===== config.mk =====
export PLATFORM = sky130hd
export DESIGN_NAME = ps2_keymatrix_flat
export DESIGN_NICKNAME = d
export VERILOG_FILES = /design/src/rtl/ps2_keymatrix_if.sv /design/src/rtl/ps2_keymatrix.sv /design/src/flat_wrapper.sv
export SDC_FILE = /design/constraint.sdc
export NUM_CORES = 1
export LEC_CHECK = 0
export CAP_MARGIN = 20
export CORE_MARGIN = 1.5
export CORE_UTILIZATION = 57
export CTS_BUF_LIST = sky130_fd_sc_hd__clkbuf_4
export DETAILED_ROUTE_END_ITERATION = 6
export GPL_TIMING_DRIVEN = 0
export PLACE_DENSITY = 0.76
export SYNTH_ARGS = -nofsm -noshare
export SYNTH_HDL_FRONTEND = slang
export SYNTH_SLANG_ARGS = --single-unit

===== constraint.sdc =====
create_clock -name clock -period 6.1 [get_ports clock]
set_input_delay 1.22 -clock clock [delete_from_list [all_inputs] [get_ports clock]]
set_output_delay 1.22 -clock clock [all_outputs]
set_load 0.005 [all_outputs]

===== src/rtl/ps2_keymatrix_if.sv =====
// CPU-side view of the PS/2 key matrix: row select goes in, column bits and scancode events come out.
interface ps2_keymatrix_if;
    logic [7:0] row;
    logic [7:0] col;
    logic       strobe;
    logic [7:0] code;
    logic       perr;
    logic       f12;

    modport master (output row, input col, input strobe, input code, input perr, input f12);
    modport slave  (input row, output col, output strobe, output code, output perr, output f12);
endinterface


===== src/rtl/ps2_keymatrix.sv =====
// PS/2 receiver that keeps an 8x8 EG2000 key matrix of held keys and answers CPU row-select reads.
// The ps2 lines are synchronised, the clock line glitch-filtered, and frames decoded on filtered falling edges.
module ps2_keymatrix #(
    parameter int FILTER  = 4,
    parameter int TIMEOUT = 35468
) (
    input  logic           clock,
    input  logic           power,
    input  logic [1:0]     ps2_i,
    ps2_keymatrix_if.slave bus
);
    localparam int TW = $clog2(TIMEOUT + 1);

    typedef enum logic [1:0] {IDLE, DATA, PARITY, STOP} state_t;

    logic [1:0]        sync1_q, sync2_q;
    logic [FILTER-1:0] filtSh_q;
    logic              filt_q, filt_d;
    logic              fall, edgeSeen, din, timeout;
    logic [TW-1:0]     idle_q, idle_d;
    state_t            state_q, state_d;
    logic [2:0]        bitCnt_q, bitCnt_d;
    logic [7:0]        shift_q, shift_d;
    logic              parOk_q, parOk_d;
    logic              accept, frameErr;
    logic              strobe_q, perr_q;
    logic              ext_q, ext_d, brk_q, brk_d, f12_q, f12_d;
    logic [7:0]        code_q, code_d;
    logic [7:0][7:0]   matrix_q, matrix_d;
    logic [6:0]        key;
    logic [7:0]        colOut;

    // Key table entry is {hit, row, col}; octal literal 7'o1rc reads directly as row r, column c.
    function automatic logic [6:0] keyLookup(input logic ext, input logic [7:0] sc);
        logic [6:0] k;
        k = '0;
        case ({ext, sc})
            9'h00E: k = 7'o100;  9'h01C: k = 7'o101;  9'h032: k = 7'o102;  9'h021: k = 7'o103;
            9'h023: k = 7'o104;  9'h024: k = 7'o105;  9'h02B: k = 7'o106;  9'h034: k = 7'o107;
            9'h033: k = 7'o110;  9'h043: k = 7'o111;  9'h03B: k = 7'o112;  9'h042: k = 7'o113;
            9'h04B: k = 7'o114;  9'h03A: k = 7'o115;  9'h031: k = 7'o116;  9'h044: k = 7'o117;
            9'h04D: k = 7'o120;  9'h015: k = 7'o121;  9'h02D: k = 7'o122;  9'h01B: k = 7'o123;
            9'h02C: k = 7'o124;  9'h03C: k = 7'o125;  9'h02A: k = 7'o126;  9'h01D: k = 7'o127;
            9'h022: k = 7'o130;  9'h035: k = 7'o131;  9'h01A: k = 7'o132;
            9'h045: k = 7'o140;  9'h016: k = 7'o141;  9'h01E: k = 7'o142;  9'h026: k = 7'o143;
            9'h025: k = 7'o144;  9'h02E: k = 7'o145;  9'h036: k = 7'o146;  9'h03D: k = 7'o147;
            9'h03E: k = 7'o150;  9'h046: k = 7'o151;  9'h052: k = 7'o152;  9'h04C: k = 7'o153;
            9'h041: k = 7'o154;  9'h04E: k = 7'o155;  9'h049: k = 7'o156;  9'h04A: k = 7'o157;
            9'h05A: k = 7'o160;  9'h005: k = 7'o161;  9'h076: k = 7'o162;  9'h175: k = 7'o163;
            9'h172: k = 7'o164;  9'h16B: k = 7'o165;  9'h174: k = 7'o166;  9'h029: k = 7'o167;
            9'h012: k = 7'o170;  9'h059: k = 7'o170;  9'h014: k = 7'o174;
            default: k = '0;
        endcase
        return k;
    endfunction

    // The filtered clock only moves once FILTER consecutive samples agree.
    always_comb begin
        filt_d = filt_q;
        if (&filtSh_q) begin
            filt_d = 1'b1;
        end else if (~|filtSh_q) begin
            filt_d = 1'b0;
        end
    end

    assign fall     = filt_q & ~filt_d;
    assign edgeSeen = filt_q ^ filt_d;
    assign din      = sync2_q[1];
    assign timeout  = (idle_q == TW'(TIMEOUT));
    assign idle_d   = edgeSeen ? '0 : (timeout ? idle_q : idle_q + TW'(1));

    always_ff @(posedge clock or negedge power) begin
        if (!power) begin
            sync1_q  <= 2'b11;
            sync2_q  <= 2'b11;
            filtSh_q <= '1;
            filt_q   <= 1'b1;
            idle_q   <= '0;
        end else begin
            sync1_q  <= ps2_i;
            sync2_q  <= sync1_q;
            filtSh_q <= {filtSh_q[FILTER-2:0], sync2_q[0]};
            filt_q   <= filt_d;
            idle_q   <= idle_d;
        end
    end

    always_comb begin
        state_d  = state_q;
        bitCnt_d = bitCnt_q;
        shift_d  = shift_q;
        parOk_d  = parOk_q;
        accept   = 1'b0;
        frameErr = 1'b0;
        if (timeout && state_q != IDLE) begin
            state_d = IDLE;
        end else if (fall) begin
            case (state_q)
                IDLE: begin
                    if (!din) begin
                        state_d  = DATA;
                        bitCnt_d = 3'd0;
                    end
                end
                DATA: begin
                    shift_d  = {din, shift_q[7:1]};
                    bitCnt_d = bitCnt_q + 3'd1;
                    if (bitCnt_q == 3'd7) begin
                        state_d = PARITY;
                    end
                end
                PARITY: begin
                    parOk_d = ^{shift_q, din};
                    state_d = STOP;
                end
                STOP: begin
                    if (parOk_q && din) begin
                        accept = 1'b1;
                    end else begin
                        frameErr = 1'b1;
                    end
                    state_d = IDLE;
                end
                default: state_d = IDLE;
            endcase
        end
    end

    // Prefix bytes only arm the flags; any other accepted byte consumes them.
    always_comb begin
        ext_d    = ext_q;
        brk_d    = brk_q;
        f12_d    = f12_q;
        code_d   = code_q;
        matrix_d = matrix_q;
        key      = keyLookup(ext_q, shift_q);
        if (accept) begin
            code_d = shift_q;
            if (shift_q == 8'hE0) begin
                ext_d = 1'b1;
            end else if (shift_q == 8'hF0) begin
                brk_d = 1'b1;
            end else begin
                if (key[6]) begin
                    matrix_d[key[5:3]][key[2:0]] = ~brk_q;
                end
                if (!ext_q && shift_q == 8'h07) begin
                    f12_d = ~brk_q;
                end
                ext_d = 1'b0;
                brk_d = 1'b0;
            end
        end
    end

    always_ff @(posedge clock or negedge power) begin
        if (!power) begin
            state_q  <= IDLE;
            bitCnt_q <= '0;
            shift_q  <= '0;
            parOk_q  <= 1'b0;
            strobe_q <= 1'b0;
            perr_q   <= 1'b0;
            code_q   <= '0;
            ext_q    <= 1'b0;
            brk_q    <= 1'b0;
            f12_q    <= 1'b0;
            matrix_q <= '0;
        end else begin
            state_q  <= state_d;
            bitCnt_q <= bitCnt_d;
            shift_q  <= shift_d;
            parOk_q  <= parOk_d;
            strobe_q <= accept;
            perr_q   <= frameErr;
            code_q   <= code_d;
            ext_q    <= ext_d;
            brk_q    <= brk_d;
            f12_q    <= f12_d;
            matrix_q <= matrix_d;
        end
    end

    always_comb begin
        colOut = '0;
        for (int r = 0; r < 8; r++) begin
            if (bus.row[r]) begin
                colOut = colOut | matrix_q[r];
            end
        end
    end

    assign bus.col    = colOut;
    assign bus.strobe = strobe_q;
    assign bus.code   = code_q;
    assign bus.perr   = perr_q;
    assign bus.f12    = f12_q;
endmodule


===== src/flat_wrapper.sv =====
// flat-port wrapper written by rule: the top's interface ports become plain ports
module ps2_keymatrix_flat 
#(
    parameter int FILTER  = 4,
    parameter int TIMEOUT = 35468
)
  (clock, power, ps2_i, bus_row, bus_col, bus_strobe, bus_code, bus_perr, bus_f12);
  ps2_keymatrix_if bus_i ();
  input  logic clock;
  input  logic power;
  input  logic [1:0] ps2_i;
  input wire logic [$bits(bus_i.row)-1:0] bus_row;
  output wire logic [$bits(bus_i.col)-1:0] bus_col;
  output wire logic [$bits(bus_i.strobe)-1:0] bus_strobe;
  output wire logic [$bits(bus_i.code)-1:0] bus_code;
  output wire logic [$bits(bus_i.perr)-1:0] bus_perr;
  output wire logic [$bits(bus_i.f12)-1:0] bus_f12;
  assign bus_i.row = bus_row;
  assign bus_col = bus_i.col;
  assign bus_strobe = bus_i.strobe;
  assign bus_code = bus_i.code;
  assign bus_perr = bus_i.perr;
  assign bus_f12 = bus_i.f12;
  ps2_keymatrix #(.FILTER(FILTER), .TIMEOUT(TIMEOUT)) u_core (.clock(clock), .power(power), .ps2_i(ps2_i), .bus(bus_i));
endmodule

; Word level (Yosys, flattened, before mapping)
; Cells that the tools add are included.
[classes]
n_addsub = 2
multipliers = 0
div_mod_pow = 0
magnitude_cmp = 4
n_eq_ne = 67
n_shift = 0
mux = 36
n_bitwise = 14
n_reduce_logical = 22
[ops]
columns = operator, count
row1 = 7-bit one-hot mux with 53 select lines, 1
row2 = "9-bit by 6-bit equality test with 1-bit output, second input constant", 23
row3 = "9-bit by 7-bit equality test with 1-bit output, second input constant", 16
row4 = "9-bit by 5-bit equality test with 1-bit output, second input constant", 9
row5 = 8-bit 2-to-1 mux, 9
row6 = 64-bit bitwise mux, 1
row7 = 8-bit OR, 7
row8 = "9-bit equality test, second input constant", 4
row9 = 16-bit 2-to-1 mux, 2
row10 = 8-bit demux with 3-bit select, 1
row11 = "16-bit by 1-bit adder with 16-bit output, second input constant", 1
row12 = "16-bit equality test, second input constant", 1
row13 = "8-bit equality test, second input constant", 2
row14 = 4-bit AND reduction, 4
row15 = 1-bit 2-to-1 mux, 14
row16 = "9-bit by 3-bit equality test with 1-bit output, second input constant", 1
row17 = "9-bit by 4-bit equality test with 1-bit output, second input constant", 1
row18 = 3-bit AND reduction, 3
row19 = 9-bit XOR reduction, 1
row20 = "8-bit by 3-bit equality test with 1-bit output, second input constant", 1
row21 = "3-bit by 4-bit < comparator with 1-bit output, second input constant", 2
row22 = 2-bit 2-to-1 mux, 4
row23 = 2-bit one-hot mux with 4 select lines, 1
row24 = "3-bit by 1-bit greater-or-equal comparator with 1-bit output, second input constant", 2
row25 = other kinds (21), 34
[word_totals]
register_bits = 116
latchBits = 0
mem_bits_rw = 0
romBits = 0
input_bits = 12
output_inout_bits = 19
word_cells = 168
n_memories = 0

; Depth between registers and ports, before layout
[logic_depth]
ltp_word = 15
depth_mapped = 11

; Least setup slack after synthesis
; Ideal clock, no wire load.
[synth_timing]
path_kind = input -> output
from = in bus_row[1]
to = out bus_col[6]
arrival_ns = 1.673
required_time_ns = 4.880
path_slack_ns = 3.207
path_stages = 3
cell_sequence = clkbuf_1 -> a22oi_1 -> nand4_1
[synth_via]
elab_chain_cells = 13
[synth_rtl]
columns = element, line
row1 = start: declaration, flat_wrapper.sv:12  ; input wire logic [$bits(bus_i.row)-1:0] bus_row;
row2 = 8-bit 2-to-1 mux (*), ps2_keymatrix.sv:188  ; if (bus.row[r]) begin
row3 = 8-bit OR, ps2_keymatrix.sv:189  ; colOut = colOut | matrix_q[r];
row4 = 8-bit 2-to-1 mux (*), ps2_keymatrix.sv:188
row5 = 8-bit OR, ps2_keymatrix.sv:189
row6 = 8-bit 2-to-1 mux (*), ps2_keymatrix.sv:188
row7 = 8-bit OR, ps2_keymatrix.sv:189
row8 = 8-bit 2-to-1 mux (*), ps2_keymatrix.sv:188
row9 = 8-bit OR, ps2_keymatrix.sv:189
row10 = 8-bit 2-to-1 mux (*), ps2_keymatrix.sv:188
row11 = 8-bit OR, ps2_keymatrix.sv:189
row12 = 8-bit 2-to-1 mux (*), ps2_keymatrix.sv:188
row13 = 8-bit OR, ps2_keymatrix.sv:189
row14 = 8-bit 2-to-1 mux (*), ps2_keymatrix.sv:188
row15 = end: declaration, flat_wrapper.sv:13  ; output wire logic [$bits(bus_i.col)-1:0] bus_col;
; Every way passes the cells marked *; elsewhere a longest branch is shown, timed or not.

; Worst setup path in the final report
[layout_timing]
from = in bus_row[2]
to = out bus_col[0]
[layout_via]
elab_chain_cells = 11
[layout_rtl]
columns = element, line
row1 = 8-bit 2-to-1 mux (*), ps2_keymatrix.sv:188
row2 = 8-bit OR, ps2_keymatrix.sv:189
row3 = 8-bit 2-to-1 mux (*), ps2_keymatrix.sv:188
row4 = 8-bit OR, ps2_keymatrix.sv:189
row5 = 8-bit 2-to-1 mux (*), ps2_keymatrix.sv:188
row6 = 8-bit OR, ps2_keymatrix.sv:189
row7 = 8-bit 2-to-1 mux (*), ps2_keymatrix.sv:188
row8 = 8-bit OR, ps2_keymatrix.sv:189
row9 = 8-bit 2-to-1 mux (*), ps2_keymatrix.sv:188
row10 = 8-bit OR, ps2_keymatrix.sv:189
row11 = 8-bit 2-to-1 mux (*), ps2_keymatrix.sv:188
; Marks and branches as above.

==> flow_metrics.tcl <==
set metrics [dict create \
    status "complete, no violations" \
    ioPinCount 31 \
    grtUsageTotal 0.347 \
    fmax_ghz 0.261 \
    cp.required_ns 4.88 \
    antenna_left 0 \
    cts_setup_buffers 0 \
    hp-start "u_core.sync2_q[0]$_DFF_PN1_" \
    grt_use_met1 0.465 \
    cp-end-kind "output pin" \
    clkLatencyLatePin_ns 0.56 \
    cts_made_buffers 17 \
    synth_top_cells_by_area "dfrtp_1, a22oi_1, a31oi_1" \
    r2r_end "u_core.matrix_q[32]$_DFFE_PN0P_" \
    max_cap_violations 0 \
    syn_inst 720 \
    area_delta_synth_final_pct 10.2 \
    synth-edff-count 0 \
    slew_viol_final 0 \
    synth_common_cells "dfrtp_1, nand2_1, a31oi_1" \
    tightest_slew_ns 1.17 \
    gr-total-overflow 0 \
    postCtsHoldBufs 0 \
    skew_ns 0.0125 \
    place_congestion 0.993 \
    r2r-start "u_core.idle_q[0]$_DFFE_PN0P_" \
    cts_htree_levels 4 \
    wl_um 21000 \
    finalCriticalPeriod_ns 3.83 \
    cp_max_fo 8 \
    use_met2 0.517 \
    rsz0062_at_grt "no" \
    clock_sinks 116 \
    vias 6336 \
    finalNetCount 784 \
    root_buffer "clkbuf_4" \
    ys_seq_area_frac 0.428 \
    core_um2 11500 \
    slew_headroom 0.218 \
    drtIter0Drc 1074 \
    arrival_ns 2.61 \
    ys_types 86 \
    grt_pass1_vias 6322 \
    crit_end "bus_col[0]" \
    synth_top_area_frac 0.394 \
    yosysMostFrequentCell "dfrtp_1" \
    clk_path_buf_depth 2 \
    vdd_ir_drop_max_uv 200 \
    ys_async_sr_fraction 1.00 \
    grt_max_degree 71 \
    die_w_um 112 \
    critPathLaunch "bus_row[2]" \
    antenna_found_initial 1 \
    cts_tree "yes" \
    synth_top_area_cell "dfrtp_1" \
    drive_gt1_frac 0.128 \
    firstDrtPassIters 7 \
    power.density_nw_per_um2 266 \
    reg2reg_depth 10 \
    chipHeight_um 112 \
    dpl_cell_area_um2 7230 \
    route.detailed.wl_per_inst_um 22.8 \
    setup_viol 0 \
    clk_pin_slew_worst_paths_ns 0.10 \
    hold_class "reg -> reg" \
    dp.final_hpwl_um 14900 \
    via_per_inst 6.89 \
    worst_setup_path_start_kind "primary input" \
    post-route-util 0.651 \
    met3_usage 0.104 \
    num_rows 39 \
    yosysWarnings 0 \
    hold_viol_final 0 \
    die-area_um2 12600 \
    route.detailed.drc 0 \
    stdcell_area_um2 7500 \
    reg2reg_slack_ns 2.55 \
    leakage_nw 3.11 \
    synth.avg_cell_area_um2 9.45 \
    start_util 0.591 \
    critPathKind "in -> out" \
    grt_busiest_layer "met2" \
    finalCritPeriodShare 0.629 \
    synthesis.nets 742 \
    syn_area_um2 6800 \
    ys_seq_elements 116 \
    grt_pass1_wl_um 33700 \
    portBuffers 22 \
    synthFlopType "dfrtp_1" \
    cts_resized 0 \
]
==> sequential cells by signal (all words and copies together), names as in the netlist <==
signal and cells:
u_core.state_q 2, u_core.filtSh_q 4, u_core.bus.code 8, u_core.bus.f12 1, u_core.brk_q 1, u_core.parOk_q 1, u_core.ext_q 1, u_core.bus.strobe 1
u_core.sync1_q 2, u_core.matrix_q 64, u_core.sync2_q 2, u_core.filt_q 1, u_core.shift_q 8, u_core.bitCnt_q 3, u_core.bus.perr 1, u_core.idle_q 16
==> through the flow <==
step / TNS, ns / hold slack, ns / setup WS [ns] / power (mW) / cells
after floorplan: 0 / 0.345 / 3.21 / 1.26 / 720
after global placement: -40.91 / 0.345 / -0.395 / 1.43 / 885
after detailed placement: 0 / 0.348 / 2.37 / 1.44 / 886
after CTS: 0 / 0.363 / 2.36 / 1.98 / 918
after global routing: 0 / 0.369 / 2.27 / 2.08 / 919
final: 0 / 0.362 / 2.27 / 2.00 / 919
==> worst min path at each step <==
stage,to,depth (start not counted),slack (ns)
final,u_core.filtSh_q[0]$_DFF_PN1_,0,0.36
after global routing,u_core.filtSh_q[0]$_DFF_PN1_,0,0.37
after detailed placement,u_core.sync2_q[0]$_DFF_PN1_,0,0.35
after floorplan,u_core.filtSh_q[0]$_DFF_PN1_,0,0.35
after global placement,u_core.filtSh_q[0]$_DFF_PN1_,0,0.35
after CTS,u_core.filtSh_q[0]$_DFF_PN1_,0,0.36
==> routing by layer <==
layer | part of all wire | vias to the layer above
met5 | 0 | -
met4 | 0.041 | 0
met3 | 0.12 | 92
met2 | 0.44 | 447
met1 | 0.40 | 3046
li1 | - | 2751
==> cell usage in the layout, fill, tap and decap left out, types with 21 or more instances in the layout <==
master             n
dfrtp_1          107
inv_1             29
a31oi_1           41
clkdlybuf4s50_1   21
mux2i_1           21
a22oi_1           37
nor2_1            34
clkbuf_1          37
nand3_1           27
nand2_1           51
o21ai_0           35
==> kinds of logic (layout without fill, tap and decap cells) <==
| group | count (synthesis) | count (layout) | share of synthesized area |
|---|---|---|---|
| muxes | 23 | 23 | 0.0342 |
| adders and majority gates | 10 | 10 | 0.0184 |
| DFF | 116 | 116 | 0.428 |
| and+or+nand+nor | 253 | 253 | 0.216 |
| buffers and inverters | 93 | 148 | 0.0601 |
| AOI/OAI and AO/OA | 200 | 200 | 0.211 |
| other | 0 | 1 | 0 |
| xor gates and xnor gates | 25 | 25 | 0.0322 |
==> worst max-delay path, stage by stage <==
cell             delay (ns)
clkbuf_1               0.48
a22oi_1                0.24
nand4_1                0.17
clkdlybuf4s50_1        0.51
==> layout make-up <==
class / instances / area, µm²
Sequential cell: 116 / 2910
Clock inverter: 15 / 139
Antenna cell: 1 / 2.50
Buffer: 64 / 300
Tap cell: 143 / 179
Timing Repair Buffer: 23 / 245
Fill cell: 965 / 4020
Multi-Input combinational cell: 511 / 3480
Inverter: 29 / 109
Clock buffer: 17 / 128
==> power breakdown <==
group | total (mW) | internal, mW | switching (mW)
combinational | 0.568 | 0.202 | 0.366
clock | 0.552 | 0.237 | 0.315
sequential | 0.878 | 0.821 | 0.0565
total | 2.00 | 1.26 | 0.737
Note: power is estimated with default switching activity, not from simulation.
